==> src/rtl/cpu_types_pkg.sv <==
// cpu_types_pkg: shared cpu/cache types plus the dcache snoop responder state encoding.
package cpu_types_pkg;
  typedef logic [31:0] word_t;
  typedef struct packed {
    logic [25:0] tag;
    logic [2:0]  idx;
    logic        blkoff;
    logic [1:0]  bytoff;
  } dcachef_t;
  localparam int SNP_BLK_WORDS = 2;
  typedef logic [2:0] snoop_state_t;
  localparam snoop_state_t IDLE = 3'd0;
  localparam snoop_state_t SUP0 = 3'd1;
  localparam snoop_state_t SUP1 = 3'd2;
  localparam snoop_state_t FIN  = 3'd3;
  localparam snoop_state_t HOLD = 3'd4;
endpackage

==> src/rtl/snoop_tag_match.sv <==
// snoop_tag_match: compares a snooped tag against every way of one set; the lowest matching way wins.
module snoop_tag_match #(
  parameter int WAYS  = 2,
  parameter int TAG_W = 26,
  parameter int WW    = (WAYS > 1) ? $clog2(WAYS) : 1
) (
  input  logic [TAG_W-1:0]      tag,
  input  logic [WAYS*TAG_W-1:0] frm_tag,
  input  logic [WAYS-1:0]       frm_valid,
  input  logic [WAYS-1:0]       frm_dirty,
  output logic                  hit,
  output logic                  hit_dirty,
  output logic [WW-1:0]         hit_way
);
  always_comb begin
    hit       = 1'b0;
    hit_dirty = 1'b0;
    hit_way   = '0;
    for (int w = WAYS - 1; w >= 0; w--)
      if (frm_valid[w] && frm_tag[w*TAG_W +: TAG_W] == tag) begin
        hit       = 1'b1;
        hit_dirty = frm_dirty[w];
        hit_way   = WW'(w);
      end
  end
endmodule

==> src/rtl/dcache_snoop_responder.sv <==
// dcache_snoop_responder: answers coherence snoops for one dcache, supplying dirty blocks and downgrading/invalidating lines.
// Optional SNOOP_STATS_EN adds snp_hits/snp_supplies counters.
module dcache_snoop_responder
  import cpu_types_pkg::*;
#(
  parameter int SETS  = 8,
  parameter int WAYS  = 2,
  parameter int TAG_W = 26,
  localparam int IW   = $clog2(SETS),
  localparam int WW   = (WAYS > 1) ? $clog2(WAYS) : 1
) (
  input  logic                          CLK,
  input  logic                          nRST,
  input  logic                          ccwait,
  input  logic [31:0]                   ccsnoopaddr,
  input  logic                          ccinv,
  input  logic                          dwait,
  output logic                          cctrans,
  output logic                          snp_active,
  output logic [31:0]                   snp_daddr,
  output logic [31:0]                   snp_dstore,
  output logic [IW-1:0]                 snp_idx,
  input  logic [WAYS*TAG_W-1:0]         frm_tag,
  input  logic [WAYS-1:0]               frm_valid,
  input  logic [WAYS-1:0]               frm_dirty,
  input  logic [WAYS*SNP_BLK_WORDS*32-1:0] frm_data,
  output logic                          upd_en,
  output logic [WW-1:0]                 upd_way,
  output logic                          upd_inv
`ifdef SNOOP_STATS_EN
  ,
  output logic [31:0]                   snp_hits,
  output logic [31:0]                   snp_supplies
`endif
);
  snoop_state_t state, nxt;
  word_t        addr_l;
  logic [WW-1:0] way_l, hit_way;
  logic         hit_l, inv_pend, inv_done, hit, hit_dirty, idle, hold_inv;

  snoop_tag_match #(.WAYS(WAYS), .TAG_W(TAG_W), .WW(WW)) u_match (
    .tag       (ccsnoopaddr[31 -: TAG_W]),
    .frm_tag   (frm_tag),
    .frm_valid (frm_valid),
    .frm_dirty (frm_dirty),
    .hit       (hit),
    .hit_dirty (hit_dirty),
    .hit_way   (hit_way)
  );

  assign snp_idx    = ccsnoopaddr[3 +: IW];
  assign idle       = state == IDLE;
  assign snp_active = state == SUP0 || state == SUP1;
  // cctrans must be valid in the address cycle itself, so IDLE drives it straight from the live compare
  assign cctrans    = idle ? ccwait & hit_dirty : snp_active || state == FIN;
  assign snp_daddr  = snp_active ? addr_l | {29'b0, state == SUP1, 2'b00} : '0;
  assign snp_dstore = snp_active ? frm_data[way_l*64 + (state == SUP1 ? 32 : 0) +: 32] : '0;
  assign hold_inv   = state == HOLD && hit_l && inv_pend && !inv_done;
  assign upd_en     = state == FIN || hold_inv;
  assign upd_way    = upd_en ? way_l : '0;
  assign upd_inv    = upd_en && inv_pend;

  always_comb begin
    nxt = state;
    if (idle && ccwait) nxt = hit_dirty ? SUP0 : HOLD;
    else if (snp_active && !ccwait) nxt = IDLE;
    else if (state == SUP0 && !dwait) nxt = SUP1;
    else if (state == SUP1 && !dwait) nxt = FIN;
    else if (state == FIN) nxt = HOLD;
    else if (state == HOLD && !ccwait) nxt = IDLE;
  end

  always_ff @(posedge CLK or negedge nRST) begin
    if (!nRST) begin
      state    <= IDLE;
      addr_l   <= '0;
      way_l    <= '0;
      hit_l    <= 1'b0;
      inv_pend <= 1'b0;
      inv_done <= 1'b0;
    end else begin
      state <= nxt;
      if (idle && ccwait) begin
        addr_l <= ccsnoopaddr & ~32'h7;
        way_l  <= hit_way;
        hit_l  <= hit;
      end
      // inv_done lets a late ccinv after a plain downgrade still invalidate, but only once
      inv_pend <= (nxt == IDLE) ? 1'b0 : inv_pend | (ccinv & ccwait);
      inv_done <= (nxt == IDLE) ? 1'b0 : inv_done | upd_inv;
    end
  end

`ifdef SNOOP_STATS_EN
  always_ff @(posedge CLK or negedge nRST) begin
    if (!nRST) begin
      snp_hits     <= '0;
      snp_supplies <= '0;
    end else begin
      if (idle && ccwait && hit) snp_hits <= snp_hits + 32'd1;
      if (state == SUP1 && nxt == FIN) snp_supplies <= snp_supplies + 32'd1;
    end
  end
`endif
endmodule

==> config.mk <==
export PLATFORM = sky130hd
export DESIGN_NAME = dcache_snoop_responder
export DESIGN_NICKNAME = d
export VERILOG_FILES = /design/src/rtl/cpu_types_pkg.sv /design/src/rtl/snoop_tag_match.sv /design/src/rtl/dcache_snoop_responder.sv
export SDC_FILE = /design/constraint.sdc
export NUM_CORES = 1
export LEC_CHECK = 0
export BUFFER_PORTS_ARGS = -buffer_cell sky130_fd_sc_hd__buf_2
export CAP_MARGIN = 20
export CORE_MARGIN = 4
export CORE_UTILIZATION = 30
export DETAILED_ROUTE_END_ITERATION = 8
export PLACE_DENSITY = 0.69
export SYNTH_ARGS = -nofsm -noshare
export SYNTH_HDL_FRONTEND = slang
export SYNTH_HIERARCHICAL = 1
export SYNTH_SLANG_ARGS = --single-unit
==> constraint.sdc <==
create_clock -name CLK -period 1.95 [get_ports CLK]
set_input_delay 0.195 -clock CLK [delete_from_list [all_inputs] [get_ports CLK]]
set_output_delay 0.195 -clock CLK [all_outputs]
set_load 0.005 [all_outputs]
==> impl_results.md <==
- Crit. Startpoint: state[0]
- 1st-pass router iterations: 4
- Pleak: 2.79 nW
- Failing checks: negative setup slack
- P&R area growth vs syn: 73.6%
- Kind of critical path: register to output port
- Unrepaired setup endpoints after global routing: true
- Fillers: 947
- Initial antenna violation count: 1
- Setup Slack @ Placement: -0.242 ns
- CTS tree: built
- Synth unique cells: 34
- Reg2reg end: addr_l[3]
- Routability cong.: 0.995
- Post-Syn Area: 3300 um^2
- Vias in the first global route: 4,054
- Largest net degree at the start of global routing: 39
- Root buffer cell: clkbuf_8
- Design area: 5740 um^2
- Iter 0 DRT Violations: 231
- Seq cells post-synth: 36
- Top cells by count, synth: 63 x and2_1, 39 x xnor2_1, 36 x dfrtp_1, 32 x mux4_2, 29 x mux2_2
- HPWL after DPL: 12,100 um
- Row count: 38
- Nets: 819
- Die footprint: 12,800 um^2
- Worst reg2reg path startpoint: state[2]
- Detailed-route via count: 3,664
- FF-to-FF path depth: 5
- Wire per inst: 20.3 um
- Synth Instances: 295
- Placed cell areas: 5010 um^2
- Sequential cell area fraction in the yosys report: 27.3%
- Warnings from Yosys: 6
- Largest cells by area after synthesis: dfrtp_1 27%, mux4_2 22%, and2_1 12%
- IO buf count: 287
- Core area: 10,800 um^2
- Crit path DAT: 2.10 ns
- DRT Wirelength: 15,000 um
- Area leader, netlist: dfrtp_1
- Worst Tran Pin Value: 0.863 ns
- IR drop worst, VDD: 0.000488 V
- Worst Setup End Kind: output port
- Die X: 113 um
- CP peak stage delay: 0.56 ns
- Post-route DRC: 0
- Fraction of registers with async set/reset: 100%
- Status: finished, violations left
- H-tree Lvls: 2
- Cell with the most instances after synthesis: and2_1
- Clock Pin Slew Worst Setup and Hold Paths: 0.08 ns
- Slowest-stage cell, CP: mux4_2
- Crit path cell chain: nor3b_4, buf_6, buf_12, mux4_2, and2_4, buf_6
- Latest clock arrival within the worst-skew pair: 0.28 ns
- Endpoints failing hold: 0
- Worst slew margin: 42.5%
- # hold bufs at CTS: 0
- Buffers & Inverters on Critical Path: 3
- Final worst slack: -0.344 ns
- Final clock skew: 0.00643 ns
- Setup-failing EPs final: 37
- Hold WC Path Type: input port to asynchronous set/reset pin
- Total congestion overflow: 0
- Startpoint types: register
- Critical Path RT: 1.75 ns
- EDFF count, synth: 0
- Mean Syn Cell Area: 11.2 um^2
- Tot GR Track Use: 22.2%
- Reg-to-reg slack, setup: 0.20 ns
- Crit share post-route: 118%
- Ports: 293
- Initial Utilization: 30.6%
- # Max-Cap Violations: 0
- TritonCTS buffer count: 5
- Clock buffer depth: 2
- Ys flop type: dfrtp_1
- Share of cells above drive strength 1: 73.0%
- PwrDens: 406 nW/um^2
- Clock Sinks: 36
- First-pass GRT wire length: 22,100 um
- Routed Antenna Nets: 0
- CP delay by family, top: multiplexers
- Fmax: 436 MHz
- Max-slew violations: 0
- CP max FO: 7
- Die Y: 113 um
- Most used cell along the critical path: buf_6
- Post-synth top area share: 27.3%
- Period minus WS final: 2.29 ns
- Vias per std cell: 4.95
## worst max path at each step
| stage | depth (start not counted) | slack [ns] | endpoint |
|---|---|---|---|
| floorplan | 4 | 0.06 | snp_dstore[10] |
| global placement | 10 | -0.27 | cctrans |
| detailed placement | 10 | -0.24 | cctrans |
| CTS | 6 | -0.38 | snp_dstore[5] |
| global route | 6 | -0.42 | snp_dstore[5] |
| finish | 6 | -0.34 | snp_dstore[5] |
## cell families (layout without fill, tap and decap cells)
| kind of cell | Yosys count | in the layout | share of synthesized area, % |
|---|---|---|---|
| AND/OR/NAND/NOR | 101 | 101 | 18.7 |
| multiplexers | 65 | 65 | 33.0 |
| XOR/XNOR | 53 | 53 | 14.1 |
| flip-flops | 36 | 36 | 27.3 |
| buffers and inverters | 27 | 330 | 4.47 |
| AO/OA/AOI/OAI | 11 | 11 | 2.12 |
| adder cells (fa/ha/maj) | 1 | 1 | 0.303 |
| other | 1 | 3 | 0.114 |
## layer usage
| metal | wire [um] | global-route usage (%) | up-vias |
|---|---|---|---|
| li1 | - | - | 1668 |
| met1 | 5400 | 25.1 | 1767 |
| met2 | 7830 | 40.4 | 201 |
| met3 | 1320 | 5.13 | 28 |
| met4 | 446 | 8.49 | 0 |
| met5 | 0 | 0 | - |
## flip-flops by register name (all words and copies together), names as in the netlist
| signal | cells |
|---|---|
| addr_l | 29 |
| state | 3 |
| hit_l | 1 |
| inv_done | 1 |
| inv_pend | 1 |
| way_l | 1 |
## area by class of cell
cell class	count	area, um^2	share of cell area, %
inverter	3	11.3	0.196
antenna	1	2.50	0.0436
tap	140	175	3.05
sequential	36	901	15.7
timing repair buffer	319	2020	35.3
clock buffer	6	72.6	1.27
multi-input combinational	233	2510	43.8
clock inverter	2	35.0	0.611
## report_power, final
group	internal, W	leakage [nW]	switching (W)	total, W
Combinational	0.000435	2.30	0.000269	0.000705
Sequential	0.000894	0.434	0.0000676	0.000962
Clock	0.000380	0.0552	0.000280	0.000660
## timing repair
action,in CTS,in global routing
buffers inserted,5,3
pin swaps,45,21
resized for setup,62,45
setup endpoints to repair,62,64
cloned,3,1
## worst reg2reg max path: cells and delay by family (launching register included)
family / cells / cell delay [ns]
buffers and inverters: 2 / 0.44
multiplexers: 1 / 0.38
AND/OR/NAND/NOR: 2 / 0.41
flip-flops: 1 / 0.41
## cell usage in the layout (no fill, tap or decap), drive strengths merged, types with 3 or more instances in the layout
| cell type | netlist | routed |
|---|---|---|
| buf | 13 | 318 |
| and2 | 63 | 63 |
| xnor2 | 39 | 39 |
| dfrtp | 36 | 36 |
| mux4 | 32 | 32 |
| mux2 | 31 | 31 |
| xor2 | 14 | 14 |
| nand4 | 12 | 12 |
| clkbuf | 11 | 7 |
| nand2 | 5 | 5 |
| nor2 | 5 | 5 |
| nor4 | 4 | 4 |
| nor3 | 4 | 4 |
| inv | 3 | 3 |
| o21ai | 3 | 3 |
## metrics by stage
step	utilization, %	hold slack [ns]	instances	power [W]	setup TNS [ns]
after floorplan	-	-0.101	296	0.00126	0
after global placement	46.5	0.344	725	0.00160	-0.583
after detailed placement	46.5	0.357	725	0.00163	-0.821
after CTS	51.1	0.0402	738	0.00233	-10.35
after global routing	53.1	0.0811	740	0.00246	-12.86
final	53.1	0.0158	740	0.00233	-8.15
(Power assumes the default switching activity.)
